### config.mk
export PLATFORM = sky130hd
export DESIGN_NAME = hplvds_lane_ctrl_flat
export DESIGN_NICKNAME = d
export VERILOG_FILES = /design/src/rtl/hplvds_pkg.sv /design/src/rtl/hplvds_lane_ctrl_if.sv /design/src/rtl/hplvds_lane.sv /design/src/rtl/hplvds_lane_ctrl.sv /design/src/flat_wrapper.sv
export SDC_FILE = /design/constraint.sdc
export NUM_CORES = 1
export LEC_CHECK = 0
export CAP_MARGIN = 10
export CORE_AREA = 2 2 103 105
export DETAILED_ROUTE_END_ITERATION = 7
export DIE_AREA = 0 0 105 107
export PLACE_DENSITY_LB_ADDON = 0.2
export SLEW_MARGIN = 25
export SYNTH_ARGS = -nofsm -noshare
export SYNTH_HDL_FRONTEND = slang
export SYNTH_SLANG_ARGS = --single-unit
### constraint.sdc
create_clock -name CLK_I -period 2.6 [get_ports CLK_I]
set_input_delay 0.52 -clock CLK_I [delete_from_list [all_inputs] [get_ports CLK_I]]
set_output_delay 0.52 -clock CLK_I [all_outputs]
set_load 0.02 [all_outputs]
### src/rtl/hplvds_pkg.sv
// hplvds_pkg: shared state type and status encoding for the HPLVDS lane controller
package hplvds_pkg;
  typedef enum logic [1:0] {OFF = 2'd0, BIAS = 2'd1, IDLE = 2'd2, ACTIVE = 2'd3} laneState_t;
  function automatic logic [1:0] stateCode(laneState_t s);
    return s;
  endfunction
endpackage

### src/rtl/hplvds_lane_ctrl_if.sv
// hplvds_lane_ctrl_if: link-layer side of the HPLVDS lane controller
interface hplvds_lane_ctrl_if #(parameter int LANES = 4, SER_W = 8);
  logic EN_I, EI_REQ_I, TXD_VALID_I, TXD_READY_O, RXD_VALID_O, UNDERFLOW_O;
  logic [LANES*SER_W-1:0] TXD_I, RXD_O;
  logic [LANES-1:0] TX_POL_I, RX_POL_I, EI_DETECTED_O;
  logic [1:0] STATE_O;
  modport master(output EN_I, EI_REQ_I, TXD_I, TXD_VALID_I, TX_POL_I, RX_POL_I,
                 input TXD_READY_O, RXD_O, RXD_VALID_O, UNDERFLOW_O, STATE_O, EI_DETECTED_O);
  modport slave(input EN_I, EI_REQ_I, TXD_I, TXD_VALID_I, TX_POL_I, RX_POL_I,
                output TXD_READY_O, RXD_O, RXD_VALID_O, UNDERFLOW_O, STATE_O, EI_DETECTED_O);
endinterface

### src/rtl/hplvds_lane.sv
// hplvds_lane: one lane's TX serialiser, RX collector and EI-detect debouncer
module hplvds_lane #(parameter int SER_W = 8, EI_DEB = 4) (
  input logic clk,
  input logic rst,
  input logic active,
  input logic rxEn,
  input logic rxDone,
  input logic load,
  input logic txPol,
  input logic rxPol,
  input logic padDi,
  input logic detEn,
  input logic det,
  input logic [SER_W-1:0] loadWord,
  input logic [$clog2(SER_W)-1:0] bitIdx,
  output logic txBit,
  output logic eiDetected,
  output logic [SER_W-1:0] rxWord
);
  localparam int DW = $clog2(EI_DEB + 1);
  logic [SER_W-1:0] txShift, rxShift, rxNext;
  logic [DW-1:0] debCnt, debNext;
  always_comb begin
    rxNext = rxShift;
    rxNext[bitIdx] = padDi ^ rxPol;
    debNext = !(detEn && det) ? '0 : debCnt == DW'(EI_DEB) ? debCnt : debCnt + 1'b1;
    txBit = active & (txShift[0] ^ txPol);
  end
  always_ff @(posedge clk)
    if (rst) begin
      txShift <= '0;
      rxShift <= '0;
      rxWord <= '0;
      debCnt <= '0;
      eiDetected <= 1'b0;
    end else begin
      txShift <= load ? loadWord : active ? txShift >> 1 : '0;
      if (rxEn) rxShift <= rxNext;
      if (rxDone) rxWord <= rxNext;
      debCnt <= debNext;
      eiDetected <= debNext == DW'(EI_DEB);
    end
endmodule

### src/rtl/hplvds_lane_ctrl.sv
// hplvds_lane_ctrl: HPLVDS pad power sequencer, handshake and multi-lane serdes control
module hplvds_lane_ctrl
  import hplvds_pkg::*;
#(parameter int LANES = 4, SER_W = 8, BIAS_WAIT = 16, EI_DEB = 4) (
  input logic CLK_I,
  input logic RST_I,
  hplvds_lane_ctrl_if.slave link,
  output logic [LANES-1:0] PAD_DO_O,
  output logic PAD_TX_EN_O,
  output logic PAD_TX_VCM_EN_O,
  output logic PAD_TX_EI_O,
  output logic PAD_RTERM_EN_O,
  output logic PAD_EI_DET_EN_O,
  input logic [LANES-1:0] PAD_DI_I,
  input logic [LANES-1:0] PAD_EI_DET_I
);
  localparam int CW = $clog2(BIAS_WAIT > SER_W ? BIAS_WAIT : SER_W);
  localparam int IW = $clog2(SER_W);
  laneState_t state, nextState;
  logic [CW-1:0] cnt, nextCnt;
  logic firstCyc, eiPend, stop, slot, ready, active, rxEn, rxDone;
  always_comb begin
    nextState = state;
    nextCnt = cnt;
    active = state == ACTIVE;
    stop = link.EI_REQ_I || eiPend;
    slot = active && cnt == CW'(SER_W - 1);
    ready = slot && !stop && link.EN_I;
    rxEn = active && !firstCyc;
    rxDone = rxEn && slot && link.EN_I;
    if (!link.EN_I) begin
      nextState = OFF;
      nextCnt = '0;
    end else
      case (state)
        OFF: nextState = BIAS;
        BIAS: begin
          nextState = cnt == CW'(BIAS_WAIT - 1) ? IDLE : BIAS;
          nextCnt = cnt == CW'(BIAS_WAIT - 1) ? '0 : cnt + 1'b1;
        end
        IDLE: if (!link.EI_REQ_I) begin
          nextState = ACTIVE;
          nextCnt = CW'(SER_W - 1);
        end
        default: begin
          nextState = slot && stop ? IDLE : ACTIVE;
          nextCnt = slot ? '0 : cnt + 1'b1;
        end
      endcase
    PAD_TX_EN_O = state != OFF;
    PAD_TX_VCM_EN_O = state != OFF;
    PAD_RTERM_EN_O = state != OFF;
    PAD_TX_EI_O = state == BIAS || state == IDLE;
    PAD_EI_DET_EN_O = state == IDLE || state == ACTIVE;
    link.STATE_O = stateCode(state);
    link.TXD_READY_O = ready;
  end
  always_ff @(posedge CLK_I)
    if (RST_I) begin
      state <= OFF;
      cnt <= '0;
      firstCyc <= 1'b0;
      eiPend <= 1'b0;
      link.UNDERFLOW_O <= 1'b0;
      link.RXD_VALID_O <= 1'b0;
    end else begin
      state <= nextState;
      cnt <= nextCnt;
      firstCyc <= !active && nextState == ACTIVE;
      eiPend <= nextState == ACTIVE && stop;
      link.UNDERFLOW_O <= ready && !link.TXD_VALID_I;
      link.RXD_VALID_O <= rxDone;
    end
  for (genvar l = 0; l < LANES; l++) begin : g_lane
    hplvds_lane #(.SER_W(SER_W), .EI_DEB(EI_DEB)) u_lane (
      .clk(CLK_I),
      .rst(RST_I),
      .active(active),
      .rxEn(rxEn),
      .rxDone(rxDone),
      .load(ready),
      .txPol(link.TX_POL_I[l]),
      .rxPol(link.RX_POL_I[l]),
      .padDi(PAD_DI_I[l]),
      .detEn(PAD_EI_DET_EN_O),
      .det(PAD_EI_DET_I[l]),
      .loadWord(link.TXD_I[l*SER_W +: SER_W] & {SER_W{link.TXD_VALID_I}}),
      .bitIdx(cnt[IW-1:0]),
      .txBit(PAD_DO_O[l]),
      .eiDetected(link.EI_DETECTED_O[l]),
      .rxWord(link.RXD_O[l*SER_W +: SER_W])
    );
  end
endmodule

### src/flat_wrapper.sv
// flat-port wrapper written by rule: the top's interface ports become plain ports
module hplvds_lane_ctrl_flat import hplvds_pkg::*;
#(parameter int LANES = 4, SER_W = 8, BIAS_WAIT = 16, EI_DEB = 4)
  (CLK_I, RST_I, PAD_DO_O, PAD_TX_EN_O, PAD_TX_VCM_EN_O, PAD_TX_EI_O, PAD_RTERM_EN_O, PAD_EI_DET_EN_O, PAD_DI_I, PAD_EI_DET_I, link_EN_I, link_EI_REQ_I, link_TXD_I, link_TXD_VALID_I, link_TX_POL_I, link_RX_POL_I, link_TXD_READY_O, link_RXD_O, link_RXD_VALID_O, link_UNDERFLOW_O, link_STATE_O, link_EI_DETECTED_O);
  hplvds_lane_ctrl_if #(.LANES(LANES), .SER_W(SER_W)) link_i ();
  input logic CLK_I;
  input logic RST_I;
  output logic [LANES-1:0] PAD_DO_O;
  output logic PAD_TX_EN_O;
  output logic PAD_TX_VCM_EN_O;
  output logic PAD_TX_EI_O;
  output logic PAD_RTERM_EN_O;
  output logic PAD_EI_DET_EN_O;
  input logic [LANES-1:0] PAD_DI_I;
  input logic [LANES-1:0] PAD_EI_DET_I;
  input wire logic [$bits(link_i.EN_I)-1:0] link_EN_I;
  input wire logic [$bits(link_i.EI_REQ_I)-1:0] link_EI_REQ_I;
  input wire logic [$bits(link_i.TXD_I)-1:0] link_TXD_I;
  input wire logic [$bits(link_i.TXD_VALID_I)-1:0] link_TXD_VALID_I;
  input wire logic [$bits(link_i.TX_POL_I)-1:0] link_TX_POL_I;
  input wire logic [$bits(link_i.RX_POL_I)-1:0] link_RX_POL_I;
  output wire logic [$bits(link_i.TXD_READY_O)-1:0] link_TXD_READY_O;
  output wire logic [$bits(link_i.RXD_O)-1:0] link_RXD_O;
  output wire logic [$bits(link_i.RXD_VALID_O)-1:0] link_RXD_VALID_O;
  output wire logic [$bits(link_i.UNDERFLOW_O)-1:0] link_UNDERFLOW_O;
  output wire logic [$bits(link_i.STATE_O)-1:0] link_STATE_O;
  output wire logic [$bits(link_i.EI_DETECTED_O)-1:0] link_EI_DETECTED_O;
  assign link_i.EN_I = link_EN_I;
  assign link_i.EI_REQ_I = link_EI_REQ_I;
  assign link_i.TXD_I = link_TXD_I;
  assign link_i.TXD_VALID_I = link_TXD_VALID_I;
  assign link_i.TX_POL_I = link_TX_POL_I;
  assign link_i.RX_POL_I = link_RX_POL_I;
  assign link_TXD_READY_O = link_i.TXD_READY_O;
  assign link_RXD_O = link_i.RXD_O;
  assign link_RXD_VALID_O = link_i.RXD_VALID_O;
  assign link_UNDERFLOW_O = link_i.UNDERFLOW_O;
  assign link_STATE_O = link_i.STATE_O;
  assign link_EI_DETECTED_O = link_i.EI_DETECTED_O;
  hplvds_lane_ctrl #(.LANES(LANES), .SER_W(SER_W), .BIAS_WAIT(BIAS_WAIT), .EI_DEB(EI_DEB)) u_core (.CLK_I(CLK_I), .RST_I(RST_I), .link(link_i), .PAD_DO_O(PAD_DO_O), .PAD_TX_EN_O(PAD_TX_EN_O), .PAD_TX_VCM_EN_O(PAD_TX_VCM_EN_O), .PAD_TX_EI_O(PAD_TX_EI_O), .PAD_RTERM_EN_O(PAD_RTERM_EN_O), .PAD_EI_DET_EN_O(PAD_EI_DET_EN_O), .PAD_DI_I(PAD_DI_I), .PAD_EI_DET_I(PAD_EI_DET_I));
endmodule
== Word level (Yosys, flattened, before mapping) ==
Cells that the tools add are included.

* Multipliers: 0
* Shift operators: 0
* $lt $le $gt $ge: 2
* Equal/unequal tests: 15
* Add/sub/neg operators: 5
* Div/mod/pow operators: 0
* Muxes and demuxes: 31
* Reduce and logical (&&, ||, !) cells: 26
* Bitwise logic cells: 18

{| class="wikitable"
|+ Operator list
! cell !! number
|-
| $and 8x8->8 || 4
|-
| $bwmux 8 || 4
|-
| $mux 8 || 4
|-
| $mux 7 || 4
|-
| $eq 3x3->1 const B || 8
|-
| $mux 3 || 8
|-
| $logic_and 1x1->1 || 15
|-
| $add 3x1->3 const B || 4
|-
| $mux 4 || 3
|-
| $pmux 4 s3 || 1
|-
| $xor 1x1->1 || 8
|-
| $eq 2x2->1 const B || 3
|-
| $mux 2 || 3
|-
| $pmux 2 s3 || 1
|-
| $add 4x1->4 const B || 1
|-
| $and 1x1->1 || 4
|-
| $eq 4x3->1 const B || 1
|-
| $eq 4x4->1 const B || 1
|-
| $logic_not 1->1 || 4
|-
| $lt 3x4->1 const B || 1
|-
| $demux 1 s3 || 1
|-
| $ge 3x1->1 const B || 1
|-
| $logic_or 1x1->1 || 3
|-
| $eq 2x1->1 const B || 1
|-
| 7 further kinds || 9
|}

* Bits in registers: 122
* Output and inout bits: 50
* Memories: 0
* Bits in read-only memories: 0
* RAM bits: 0
* Bits of input ports: 53
* Bits in latches: 0
* Word-level logic and storage cells: 123

== Longest topological paths before layout ==
* Word-level depth: 8
* Depth in mapped cells: 7

== Cells and area by module ==
From an unflattened synthesis, not the netlist that was laid out.

* Cell total of the unflattened synthesis: 612
* Area, all modules: 5916.9 µm²

{| class="wikitable"
|+ By module, submodules not included
! module !! seq. area each (µm²) !! cells an instance !! area an instance (µm²) !! times used
|-
| hplvds_lane || 560.5 || 127 || 1280.0 || 4
|-
| hplvds_lane_ctrl || 200.2 || 104 || 797.0 || 1
|}

== Least setup slack after synthesis ==
No wires, ideal clock.

* Kind: flip-flop to flip-flop
* Start point: reg u_core.state[0] (netlist: u_core.link.STATE_O[0])
* End point: reg u_core.g_lane[0].u_lane.rxWord[4]
* Arrival time: 1.898 ns
* Stages on the path, launching flop included: 8
* Clock period less this slack: 1.966 ns
* Path buffers: 2
* Data required time: 2.532 ns
* Setup time: 0.068 ns
* Slack: 0.634 ns
* Cell sequence: dfxtp_1 -> ha_1 -> and4b_4 -> nand2_1 -> or3_1 -> buf_6 -> buf_6 -> o2bb2ai_2

* Cells in the longest elaborated chain, start to end: 4
* Elaborated cells between the ends (all ways): 5

{| class="wikitable"
|+ Ends and longest elaborated chain
! what !! line !! source
|-
| from (decl) || hplvds_lane_ctrl.sv:19 || <nowiki>laneState_t state, nextState;</nowiki>
|-
| from (signal assigned) || hplvds_lane_ctrl.sv:67 || <nowiki>state <= nextState;</nowiki>
|-
| $eq 2x2->1 * || hplvds_lane_ctrl.sv:25 || <nowiki>active = state == ACTIVE;</nowiki>
|-
| $logic_and 1x1->1 (on tied branches) || hplvds_lane_ctrl.sv:29, hplvds_lane_ctrl.sv:27 ||
|-
| $logic_and 1x1->1 * (2 in a row) || hplvds_lane_ctrl.sv:30 || <nowiki>rxDone = rxEn && slot && link.EN_I;</nowiki>
|-
| to (signal assigned) || hplvds_lane.sv:39 || <nowiki>if (rxDone) rxWord <= rxNext;</nowiki>
|-
| to (decl) || hplvds_lane.sv:18 || <nowiki>output logic [SER_W-1:0] rxWord</nowiki>
|}

Every way passes the cells marked *; elsewhere a longest branch is shown, timed or not.
A chain may end at the register's enable or synchronous reset.

== Worst setup path after layout ==
* Start point: reg u_core.state[1] (netlist: u_core.link.STATE_O[1])
* End point: out PAD_DO_O[1]

* Cells in the longest elaborated chain, start to end: 2

{| class="wikitable"
|+ Ends and longest elaborated chain
! what !! line !! source
|-
| $eq 2x2->1 || hplvds_lane_ctrl.sv:25 ||
|-
| $and 1x1->1 || hplvds_lane.sv:27 || <nowiki>txBit = active & (txShift[0] ^ txPol);</nowiki>
|-
| to (decl) || flat_wrapper.sv:8 || <nowiki>output logic [LANES-1:0] PAD_DO_O;</nowiki>
|}

Every way passes these cells.

==> impl_metrics.json <==
{
  "finalNetCount": 689,
  "worstPathCellList": "ha_1 > buf_4 > and2_1 > clkdlybuf4s50_1",
  "fmax_mhz": 398,
  "cts_setup_buffers": 0,
  "timing_worst_setup_path_type": "flop to output port",
  "worstHoldPathCells": 1,
  "clockBufferDepth": 2,
  "placementRows": 37,
  "synth_edf_count": 0,
  "holdBufCountCts": 0,
  "peakVddDrop_mv": 0.466,
  "synth_seq_cells": 122,
  "slew_violations": 0,
  "whs_ns": 0.439,
  "synth_cell_type_count": 42,
  "hold_class": "flop to flop",
  "syn_inst": 521,
  "firstDrtPassIters": 4,
  "cts_max_level": 4,
  "ys_seq_area_share_pct": 48.3,
  "r2r_slack_ns": 0.56,
  "ys_warn_count": 0,
  "rsz0062_at_grt": "false",
  "ys_dominant_reg_cell": "dfxtp_1",
  "cts.reportedPaths.clkPinSlew_ns": 0.06,
  "grt_pass1_wl_microns": 18500,
  "timing.final.crit_share_pct": 96.7,
  "finalSetupViolations": 0,
  "wirelength_microns": 11100,
  "synth_top_family_by_area": "compound AO/OA/AOI/OAI gates",
  "dieWidth_microns": 105,
  "slew_headroom_pct": 35.6,
  "drtIter0Drc": 196,
  "ant_nets": 0,
  "cts_tree": "yes",
  "crit_fanout": 9,
  "synth_simple_gate_area_share_pct": 16.5,
  "grt_max_degree": 39,
  "cpPeakStageDelay_ns": 0.59,
  "grt_pass1_vias": 3975,
  "dp_hpwl_microns": 7600,
  "io_pins": 103,
  "max_cap_violations": 0,
  "worstReg2RegStart": "u_core.cnt[0]",
  "antenna_cells": 0,
  "min_to": "u_core.g_lane[2].u_lane.txShift[1]",
  "cts.sinks": 122,
  "yosys-mux-area-fraction_pct": 1.41,
  "gr-total-overflow": 0,
  "grt_use_total_pct": 20.4,
  "cts_buffers": 17,
  "cp.required_ns": 2.08,
  "synth.largest_area_cell": "dfxtp_1",
  "fin_skew_ns": 0.00795,
  "antenna_found_initial": 0,
  "period_needed_ns": 2.51,
  "synthTopCellsByArea": "dfxtp_1 (48%), o2bb2ai_2 (5.6%), a211oi_1 (5.0%)",
  "synth_xor_area_share_pct": 1.56,
  "synth_async_sr_flop_share_pct": 0,
  "vias": 4045,
  "drive_above_1_share_pct": 12.8,
  "nFillCells": 827,
  "syn-num-nets": 588,
  "clock_latency_ns": 0.51,
  "wl_per_cell_microns": 14.3,
  "synth_common_cells": "dfxtp_1 (122), nor2_1 (63), nand2_1 (46)",
  "synthAdderAreaFrac_pct": 3.46,
  "syn_area_sq_um": 5060,
  "drc": 0,
  "pwr_density_cell_nw_per_um2": 626,
  "p_leak_nw": 2.49,
  "syn2layout_area_growth_pct": 32.6,
  "start_kind": "flop",
  "crit_slowest_cell": "clkdlybuf4s50_1",
  "synth_compound_area_share_pct": 22.9,
  "hold_viol_final": 0,
  "start_util_pct": 50.1,
  "place_congestion": 0.806,
  "die-area_sq_um": 11200,
  "yosysMostFrequentCell": "dfxtp_1",
  "hold_start": "u_core.g_lane[2].u_lane.txShift[2]",
  "drt-vias-per-instance": 5.25,
  "root_buffer": "clkbuf_8",
  "status": "complete, no violations",
  "die_y_microns": 107,
  "reg2reg_depth": 5,
  "end_kind": "output port",
  "syn_area_per_cell_sq_um": 9.71,
  "yosysTopAreaCellShare_pct": 48.3,
  "tightest_slew_ns": 0.965,
  "timing.rr.end": "u_core.g_lane[2].u_lane.txShift[4]",
  "critPathArrivalTime_ns": 1.99,
  "port_buffers": 102,
  "core_sq_um": 10100,
  "tns_ns": 0
}
where the power goes:
part	total, mW	switching, mW	internal (mW)
Combinational	0.229	0.113	0.116
Clock	2.10	0.884	1.21
Sequential	1.87	0.00220	1.87
logic make-up after synthesis:
| group | count (synthesis) |
|---|---|
| compound gates | 145 |
| buf+inv | 55 |
| fa+ha+maj | 14 |
| mux | 7 |
| flops | 122 |
| simple gates | 169 |
| xor+xnor | 9 |
what timing repair did:
| action | CTS | global route |
|---|---|---|
| resized for setup | 4 | 5 |
| pin swaps | 0 | 0 |
| endpoints found under the setup margin | 3 | 5 |
how the worst max path moves through the flow:
stage / from / to / slack (ns) / cells past startpoint
finish: u_core.link.STATE_O[1] / PAD_DO_O[1] / 0.09 / 4
global placement: link_EI_REQ_I / link_TXD_READY_O / 0.15 / 5
CTS: u_core.link.STATE_O[1] / PAD_DO_O[2] / 0.03 / 4
detailed placement: link_EI_REQ_I / link_TXD_READY_O / 0.12 / 5
floorplan: u_core.link.STATE_O[0] / u_core.g_lane[0].u_lane.rxWord[4] / 0.63 / 7
global route: u_core.link.STATE_O[1] / PAD_DO_O[1] / 0.007 / 4
worst max-delay path, delay by kind of cell (launching register included):
| kind | cells | cell delay [ns] |
|---|---|---|
| adders and majority gates | 1 | 0.20 |
| buffers and inverters | 2 | 0.75 |
| DFF | 1 | 0.41 |
| and+or+nand+nor | 1 | 0.12 |
cells in the final DEF (no fill, tap or decap), drive strengths merged, types with 3 or more instances in the layout:
cell           synthesis  layout
dfxtp                122     122
clkdlybuf4s50          0      94
nor2                  64      64
nand2                 46      46
a211oi                34      34
a22o                  28      28
o2bb2ai               26      26
a21oi                 25      25
inv                   16      23
o21ai                 20      20
buf                   29      19
clkbuf                10      18
ha                    14      14
and2                   9       9
nor3                   9       9
nor2b                  8       8
nor3b                  8       8
nand2b                 6       6
mux2i                  6       6
xnor2                  5       5
and3                   5       5
o211ai                 5       5
dlymetal6s2s           0       5
xor2                   4       4
nand3b                 4       4
clkinv                 0       4
nand3                  3       3
and3b                  3       3
clkinvlp               0       3
dlygate4sd2            0       3
per-stage QoR:
| step | total power [mW] | setup WS [ns] | cells | util, % | cell area (sq um) |
|---|---|---|---|---|---|
| after global routing | 4.34 | 0.00734 | 771 | 66.5 | 6710 |
| after floorplan | 2.01 | 0.634 | 521 | - | 5060 |
| after detailed placement | 2.14 | 0.116 | 739 | 61.0 | 6160 |
| after CTS | 4.23 | 0.0314 | 771 | 66.3 | 6700 |
| final | 4.20 | 0.0854 | 771 | 66.5 | 6710 |
| after global placement | 2.14 | 0.147 | 739 | 61.0 | 6160 |
sequential cells by signal (all words and copies together), names as in the netlist, 2 cells and up:
register and count:
u_core.cnt 4, u_core.g_lane.u_lane.rxWord 32, u_core.g_lane.u_lane.txShift 32, u_core.link.STATE_O 2, u_core.g_lane.u_lane.eiDetected 4, u_core.g_lane.u_lane.debCnt 12, u_core.g_lane.u_lane.rxShift 32
routing by layer:
layer / wire length (microns) / up-vias / GRT usage, % / share of wire [%]
met4: 189 / 0 / 7.24 / 1.7
met2: 5660 / 94 / 36.6 / 51
met1: 4770 / 1889 / 24.0 / 43
met3: 447 / 16 / 4.32 / 4.0
met5: 0 / - / 0 / 0
li1: - / 2046 / - / -
cell type report:
class	instances	area [sq um]	area share, %
inverters	16	60.1	0.895
well taps	136	170	2.54
clock buffers	18	428	6.38
multi-input cells	344	2320	34.6
clock inverters	14	111	1.66
repair buffers	121	1170	17.5
flip-flops and latches	122	2440	36.4
Power figures use the tool's default switching activity.
